<file path="config.mk">
export PLATFORM = sky130hd
export DESIGN_NAME = lbm_node_exchange
export DESIGN_NICKNAME = d
export VERILOG_FILES = /design/src/rtl/lbm_node_exchange.sv
export SDC_FILE = /design/constraint.sdc
export NUM_CORES = 2
export LEC_CHECK = 0
export CORE_MARGIN = 1
export CORE_UTILIZATION = 29
export DETAILED_ROUTE_END_ITERATION = 8
export PLACE_DENSITY = 0.54
export SLEW_MARGIN = 20
export SYNTH_ARGS = -nofsm -noshare
export SYNTH_HDL_FRONTEND = slang
export SYNTH_SLANG_ARGS = --single-unit
</file>
<file path="constraint.sdc">
create_clock -name clk_clk -period 21.7 [get_ports clk_clk]
set_input_delay 4.34 -clock clk_clk [delete_from_list [all_inputs] [get_ports clk_clk]]
set_output_delay 4.34 -clock clk_clk [all_outputs]
set_load 0.005 [all_outputs]
</file>
<file path="src/rtl/lbm_node_exchange.sv">
// HPS<->FPGA node exchange for the lattice-Boltzmann accelerator: toggle-triggered
// capture into a small FIFO, valid/ready issue to the collision core, result latching.
`timescale 1ns/1ps
module lbm_node_exchange #(
    parameter int NUM_CH     = 9,
    parameter int DATA_W     = 32,
    parameter int FIFO_DEPTH = 4,
    parameter int CNT_W      = 16
) (
    input  logic                            clk_clk,
    input  logic                            reset_reset_n,
    input  logic [NUM_CH*DATA_W-1:0]        hps_n_in,
    input  logic                            hps_req_toggle,
    input  logic                            hps_flush,
    output logic                            hps_ack_toggle,
    output logic [NUM_CH*DATA_W-1:0]        core_n_out,
    output logic                            core_valid,
    input  logic                            core_ready,
    input  logic [NUM_CH*DATA_W-1:0]        core_n_in,
    input  logic [DATA_W-1:0]               core_ux_in,
    input  logic [DATA_W-1:0]               core_uy_in,
    input  logic                            core_res_valid,
    output logic                            core_res_ready,
    output logic [NUM_CH*DATA_W-1:0]        fpga_n_out,
    output logic [DATA_W-1:0]               fpga_ux_out,
    output logic [DATA_W-1:0]               fpga_uy_out,
    output logic [$clog2(FIFO_DEPTH):0]     fifo_level,
    output logic [$clog2(FIFO_DEPTH)+1:0]   pending,
    output logic [CNT_W-1:0]                done_count,
    output logic                            overflow,
    output logic                            busy
);
    localparam int VEC_W = NUM_CH * DATA_W;
    localparam int AW    = $clog2(FIFO_DEPTH);
    localparam int LW    = AW + 1;
    localparam int PW    = AW + 2;

    localparam logic [AW-1:0]    PTR_ONE   = AW'(1);
    localparam logic [LW-1:0]    LVL_ZERO  = LW'(0);
    localparam logic [LW-1:0]    LVL_ONE   = LW'(1);
    localparam logic [LW-1:0]    LVL_FULL  = LW'(FIFO_DEPTH);
    localparam logic [PW-1:0]    PEND_ZERO = PW'(0);
    localparam logic [PW-1:0]    PEND_ONE  = PW'(1);
    localparam logic [PW-1:0]    PEND_MAX  = {PW{1'b1}};
    localparam logic [CNT_W-1:0] CNT_ONE   = CNT_W'(1);

    logic             req_prev_r;
    logic             req_pend_r;
    logic [VEC_W-1:0] stage_r;
    logic [VEC_W-1:0] mem_r [FIFO_DEPTH];
    logic [AW-1:0]    rd_ptr_r;
    logic [AW-1:0]    wr_ptr_r;
    logic [LW-1:0]    level_r;
    logic [VEC_W-1:0] head_r;
    logic             overflow_r;
    logic [PW-1:0]    pending_r;
    logic             ack_r;
    logic [VEC_W-1:0] res_n_r;
    logic [DATA_W-1:0] res_ux_r;
    logic [DATA_W-1:0] res_uy_r;
    logic [CNT_W-1:0] done_r;
    logic             res_ready_r;

    logic             req_edge_s;
    logic             full_s;
    logic             pop_s;
    logic             push_s;
    logic             drop_s;
    logic             res_take_s;
    logic [AW-1:0]    rd_next_s;
    logic [LW-1:0]    level_after_pop_s;
    logic [LW-1:0]    level_next_s;
    logic [VEC_W-1:0] head_next_s;
    logic [PW-1:0]    pending_next_s;

    assign req_edge_s        = hps_req_toggle ^ req_prev_r;
    assign full_s            = (level_r == LVL_FULL);
    assign core_valid        = (level_r != LVL_ZERO) && !hps_flush;
    assign pop_s             = core_valid && core_ready;
    // A full FIFO still accepts a push when the head leaves in the same cycle.
    assign push_s            = req_pend_r && !hps_flush && (!full_s || pop_s);
    assign drop_s            = req_pend_r && !hps_flush && full_s && !pop_s;
    assign res_take_s        = core_res_valid && res_ready_r;
    assign rd_next_s         = pop_s ? (rd_ptr_r + PTR_ONE) : rd_ptr_r;
    assign level_after_pop_s = level_r - (pop_s ? LVL_ONE : LVL_ZERO);
    assign level_next_s      = level_after_pop_s + (push_s ? LVL_ONE : LVL_ZERO);

    // Next FIFO head: bypass the staged vector when it lands in an otherwise empty FIFO.
    always_comb begin
        head_next_s = head_r;
        if (push_s && (level_after_pop_s == LVL_ZERO)) begin
            head_next_s = stage_r;
        end else if (level_after_pop_s != LVL_ZERO) begin
            head_next_s = mem_r[rd_next_s];
        end else begin
            head_next_s = head_r;
        end
    end

    // Outstanding-issue count: saturating up on issue, floored down on result.
    always_comb begin
        pending_next_s = pending_r;
        case ({pop_s, res_take_s})
            2'b10: begin
                if (pending_r != PEND_MAX) pending_next_s = pending_r + PEND_ONE;
                else                       pending_next_s = pending_r;
            end
            2'b01: begin
                if (pending_r != PEND_ZERO) pending_next_s = pending_r - PEND_ONE;
                else                        pending_next_s = pending_r;
            end
            default: pending_next_s = pending_r;
        endcase
    end

    // FIFO storage write port.
    always_ff @(posedge clk_clk) begin
        if (push_s) mem_r[wr_ptr_r] <= stage_r;
    end

    // Control, FIFO pointers and result registers.
    always_ff @(posedge clk_clk) begin
        if (!reset_reset_n) begin
            req_prev_r  <= hps_req_toggle;
            req_pend_r  <= 1'b0;
            stage_r     <= {VEC_W{1'b0}};
            rd_ptr_r    <= {AW{1'b0}};
            wr_ptr_r    <= {AW{1'b0}};
            level_r     <= LVL_ZERO;
            head_r      <= {VEC_W{1'b0}};
            overflow_r  <= 1'b0;
            pending_r   <= PEND_ZERO;
            ack_r       <= 1'b0;
            res_n_r     <= {VEC_W{1'b0}};
            res_ux_r    <= {DATA_W{1'b0}};
            res_uy_r    <= {DATA_W{1'b0}};
            done_r      <= {CNT_W{1'b0}};
            res_ready_r <= 1'b0;
        end else begin
            req_prev_r  <= hps_req_toggle;
            req_pend_r  <= req_edge_s && !hps_flush;
            res_ready_r <= 1'b1;
            pending_r   <= pending_next_s;
            if (req_edge_s) stage_r <= hps_n_in;
            if (hps_flush) begin
                rd_ptr_r   <= wr_ptr_r;
                level_r    <= LVL_ZERO;
                overflow_r <= 1'b0;
            end else begin
                if (push_s) wr_ptr_r <= wr_ptr_r + PTR_ONE;
                rd_ptr_r <= rd_next_s;
                level_r  <= level_next_s;
                head_r   <= head_next_s;
                if (drop_s) overflow_r <= 1'b1;
            end
            if (res_take_s) begin
                res_n_r  <= core_n_in;
                res_ux_r <= core_ux_in;
                res_uy_r <= core_uy_in;
                ack_r    <= ~ack_r;
                done_r   <= done_r + CNT_ONE;
            end
        end
    end

    assign hps_ack_toggle = ack_r;
    assign core_n_out     = head_r;
    assign core_res_ready = res_ready_r;
    assign fpga_n_out     = res_n_r;
    assign fpga_ux_out    = res_ux_r;
    assign fpga_uy_out    = res_uy_r;
    assign fifo_level     = level_r;
    assign pending        = pending_r;
    assign done_count     = done_r;
    assign overflow       = overflow_r;
    assign busy           = (level_r != LVL_ZERO) || (pending_r != PEND_ZERO);
endmodule

</file>
Word-level counts from Yosys, hierarchy flattened --
Memories as Yosys holds them, arrays and structs flattened. Cells that the tools add are included. Widths: inputs -> output; s select.
Storage, ports and cells: memories 1, logic and storage cells 69, memory bits (writable) 1152, register bits 960
Memories:
- mem_r | words 4, width 288, read ports 1, clocked after memory_dff 0, write ports 1, line 50 | logic [VEC_W-1:0] mem_r [FIFO_DEPTH];
Operators by class: eq/ne operators 6, mux-type cells 12, reduce and logical (&&, ||, !) cells 24, $add $sub $neg 7, bitwise logic cells 4
Operator list (count):
- $mux 288 | 2
- $add 16x1->16 const B | 1
- $logic_and 1x1->1 | 9
- $mux 4 | 2
- $pmux 4 s2 | 1
- $reduce_bool 3->1 | 2
- $mux 1 | 5
- $add 2x1->2 const B | 2
- $add 4x1->4 const B | 1
- $mux 2 | 2
- $ne 2x2->1 const B | 2
- $ne 4x4->1 const B | 1
- $reduce_and 2->1 | 2
- $reduce_bool 2->1 | 2
- $reduce_bool 4->1 | 1
- $sub 4x1->4 const B | 1
- $add 3x1->3 | 1
- $eq 3x3->1 const B | 1
- $logic_not 1->1 | 3
- $logic_not 3->1 | 1
- $not 1->1 | 3
- $reduce_and 3->1 | 1
- $sub 3x1->3 | 1
- $eq 2x1->1 const B | 1
- other kinds (4) | 5

Logic depth before layout (Yosys ltp) --
depth after elaboration 9, gate-level depth with buffers 15

Least setup slack after synthesis --
Ideal clock, no wire load.
path kind input -> register, start input hps_flush, end memory mem_r[0][0] in the netlist's numbering, enable pin, stages on the path 3, setup slack 9.618 ns, arrival time 11.395 ns, cells stage by stage buf_2 > and2b_1 > and3_1
On the way: word-level cells in the longest chain between the ends 7, elaborated cells on any way between the ends 8, classes of those cells mux (2); reduce/logical (6)
Ends and longest elaborated chain:
- start, declared | line 14 | input logic hps_flush,
- $logic_not 1->1 * | line 78, 81
- $logic_and 1x1->1 | line 78 | assign core_valid = (level_r != LVL_ZERO) && !hps_flush;
- $logic_and 1x1->1 | line 79 | assign pop_s = core_valid && core_ready;
- $logic_or 1x1->1 | line 81 | assign push_s = req_pend_r && !hps_flush && (!full_s || pop_s);
- $logic_and 1x1->1 * | line 81
- $mux 1 * | line 118 | if (push_s) mem_r[wr_ptr_r] <= stage_r;
- $mux 1 (not written as such) * | line 118
- end, declared | line 50
Mark *: on every way between the ends. The rest lies on a longest branch, timed or not.

Final worst setup path --
start input hps_flush, end output core_valid
On the way: word-level cells in the longest chain between the ends 2
Ends and longest elaborated chain:
- $logic_not 1->1 | line 78
- $logic_and 1x1->1 | line 78
- end, declared | line 17 | output logic core_valid,
Every way passes these cells.

==> impl_metrics.json <==
{
  "post_route_cells_drive_above_1_share_pct": 5.38,
  "fillerInstances": 30500,
  "clock_insertion_delay_worst_skew_ns": 0.92,
  "slew_violations": 0,
  "hold_viol_final": 0,
  "power-per-cell-area_nw_per_um2": 82.5,
  "grt_usage_pct": 24.1,
  "worst_setup_sp_type": "input port",
  "place_congestion": 0.894,
  "post-dp-hpwl_um": 254000,
  "synth_seq_cells": 2112,
  "tritoncts": "done",
  "core_area_um2": 312000,
  "clkSlewWorstSetupHoldPaths_ns": 0.05,
  "final_antenna_net_count": 0,
  "floorplan.rows": 205,
  "start_util_pct": 29.2,
  "peakVddDrop_mv": 0.0699,
  "post_cts_hold_fix_bufs": 0,
  "yosys.area.top_type_share_pct": 38.0,
  "worst-slew-pin-transition_ns": 1.30,
  "grt_pass1_wl_um": 558000,
  "portBuffers": 1313,
  "max_clock_freq_ghz": 0.0987,
  "slew-limit-headroom_pct": 13.3,
  "cts_made_buffers": 239,
  "setup_tns_ns": 0,
  "grt_setup_unrepaired": "no",
  "clock_tree.root_cell": "sky130_fd_sc_hd__clkbuf_16",
  "period_minus_slack_ns": 10.13,
  "first_pass_iters": 6,
  "cts_sinks": 2112,
  "cp_top_family": "buffers and inverters",
  "cts-htree-levels": 4,
  "vias": 75800,
  "timing.critical_path.fanout_max": 9,
  "finalCoreUtilization_pct": 36.9,
  "detail_route.iter0.violations": 7012,
  "critPathSlowestCell": "sky130_fd_sc_hd__clkdlybuf4s50_1",
  "busiest_layer": "met2",
  "synth_edf_count": 1152,
  "mappedNetlistArea_um2": 91000,
  "grt_overflow_total": 0,
  "cts.path.max_buffers": 4,
  "globalRouteMet1Util_pct": 26.5,
  "ys.flop_type": "sky130_fd_sc_hd__edfxtp_1",
  "status": "completed",
  "critical_path_class": "in2out",
  "cp_slowest_stage_delay_ns": 0.71,
  "sequential_to_total_area_share_from_yosys_stat_pct": 59.1,
  "synth-async-reset-ratio_pct": 0,
  "die-width_um": 562,
  "global_route.usage.met3_pct": 5.30,
  "synth.yosys.warnings": 0,
  "yosys.cell_types.count": 46,
  "met2_usage_pct": 42.1,
  "crit_top_cell": "sky130_fd_sc_hd__clkdlybuf4s50_1",
  "max_cap_violations": 0,
  "nets_final": 9983,
  "antenna_found_initial": 131,
  "first_global_vias": 73000,
  "io_pins": 1314,
  "fin_worst_skew_ns": 0.0865,
  "setup_viol": 0,
  "wl_per_cell_um": 29.1,
  "grt_max_degree": 204,
  "crit_chain": "clkdlybuf4s50_1, nor2_1, clkdlybuf4s50_1",
  "required_ns": 17.36,
  "synth_top_cell_by_area": "sky130_fd_sc_hd__edfxtp_1",
  "post_drt_via_cell_ratio": 5.52,
  "cellLeakagePower_nw": 35.9,
  "postSynthAreaPerCell_um2": 10.7,
  "area_growth_syn_to_layout_pct": 26.4,
  "cts.repair_timing.setup_buffer_count": 0,
  "min_period_over_period_pct": 46.7,
  "postSynthCellCount": 8502,
  "setup.worst_path.end_class": "output port",
  "post_cts_resize_count": 0,
  "drc": 0,
  "route.final.wire_length_um": 399000,
  "dieArea_um2": 316000,
  "die_h_um": 562,
  "crit_buf_inv": 2,
  "mappedNetlistNets": 9161,
  "kind_of_path_behind_the_tightest_hold_check": "reg2reg",
  "synth_area_leaders": "sky130_fd_sc_hd__edfxtp_1 38%, sky130_fd_sc_hd__dfxtp_1 21%, sky130_fd_sc_hd__mux2i_1 9.5%",
  "cp_data_arrival_time_ns": 5.79
}
registers in the layout, indices dropped and copies added (netlist names), 3 cells and up:
register and flops:
fpga_uy_out 32, pending 4, mem_r 1152, stage_r 288, fifo_level 3, fpga_n_out 288
core_n_out 288, fpga_ux_out 32, done_count 16
Yosys cell counts (126+ instances only):
cell / count
sky130_fd_sc_hd__mux2i_1: 866
sky130_fd_sc_hd__a21oi_1: 1225
sky130_fd_sc_hd__buf_2: 126
sky130_fd_sc_hd__o21ai_0: 296
sky130_fd_sc_hd__o31ai_1: 289
sky130_fd_sc_hd__nand2_1: 1585
sky130_fd_sc_hd__dfxtp_1: 960
sky130_fd_sc_hd__o32ai_1: 287
sky130_fd_sc_hd__clkbuf_1: 621
sky130_fd_sc_hd__nand4_1: 289
sky130_fd_sc_hd__nor3_1: 290
sky130_fd_sc_hd__a32oi_1: 288
sky130_fd_sc_hd__edfxtp_1: 1152
metal layers:
metal	vias to the layer above	wire, um
li1	33600	-
met5	-	494
met4	78	29100
met3	816	28500
met2	3206	198000
met1	38100	144000
cells in the final DEF, fill, tap and decap left out, types with 16 or more instances in the layout:
master and instances:
sky130_fd_sc_hd__nand2_1 1584, sky130_fd_sc_hd__a32oi_1 288, sky130_fd_sc_hd__o32ai_1 287, sky130_fd_sc_hd__clkbuf_8 39
sky130_fd_sc_hd__bufinv_16 17, sky130_fd_sc_hd__nor2_1 16, sky130_fd_sc_hd__dfxtp_1 958, sky130_fd_sc_hd__clkbuf_16 244
sky130_fd_sc_hd__nor3_1 289, sky130_fd_sc_hd__o21ai_0 296, sky130_fd_sc_hd__diode_2 52, sky130_fd_sc_hd__clkinv_2 45
sky130_fd_sc_hd__nand4_1 289, sky130_fd_sc_hd__edfxtp_1 1152, sky130_fd_sc_hd__clkbuf_1 71, sky130_fd_sc_hd__a21oi_1 1225
sky130_fd_sc_hd__buf_4 111, sky130_fd_sc_hd__mux2i_1 866, sky130_fd_sc_hd__o31ai_1 289, sky130_fd_sc_hd__clkdlybuf4s50_1 1312
cell type report:
class / instances / area, um2 / area share [%]
Sequential cell: 2112 / 53800 / 46.8
Multi-Input combinational cell: 5515 / 33600 / 29.2
Timing Repair Buffer: 1439 / 14300 / 12.4
Clock buffer: 354 / 6910 / 6.00
Tap cell: 4140 / 5180 / 4.50
Clock inverter: 94 / 1080 / 0.938
Antenna cell: 52 / 130 / 0.113
Inverter: 17 / 86.3 / 0.0750
per-stage QoR:
stage          power [mW]  setup WS [ns]  hold slack (ns)  cell area [um2]  cells
2_1_floorplan        4.93           9.62            0.453            91000   8502
3_3_place_gp         5.42          11.22            0.441           107000  13200
3_5_place_dp         5.43          11.15            0.446           107000  13200
4_1_cts              9.56          11.54            0.455           115000  13700
5_1_grt              9.78          11.49            0.470           115000  13700
6_report             9.49          11.57            0.452           115000  13700
worst min-delay path, delay by kind of cell, from the launching register on:
family,cells,cell delay [ns]
DFF,1,0.30
and+or+nand+nor,1,0.05
AOI/OAI and AO/OA,1,0.05
power breakdown:
part / internal (mW) / switching (mW) / leakage [nW]
registers: 4.34 / 0.127 / 18.3
clock network: 2.40 / 1.73 / 3.91
logic: 0.353 / 0.531 / 13.7
final timing paths:
kind,from,end,slack [ns],depth (start not counted)
max,hps_flush,core_valid,11.57,3
max reg2reg,fifo_level[1]$_SDFF_PP0_,core_n_out[150]$_SDFFE_PN0P_,15.87,12
min,fpga_uy_out[26]$_SDFFE_PN0P_,fpga_uy_out[26]$_SDFFE_PN0P_,0.45,2
min reg2reg,fpga_uy_out[26]$_SDFFE_PN0P_,fpga_uy_out[26]$_SDFFE_PN0P_,0.45,2
cell families after synthesis:
group / count (synthesis) / synth area share (%)
adders and majority gates: 13 / 0.179
AOI/OAI and AO/OA: 2391 / 16.3
DFF: 2112 / 59.1
muxes: 868 / 9.57
xor gates and xnor gates: 18 / 0.173
and+or+nand+nor: 2225 / 10.5
buffers and inverters: 875 / 4.12
(Power assumes the default switching activity.)
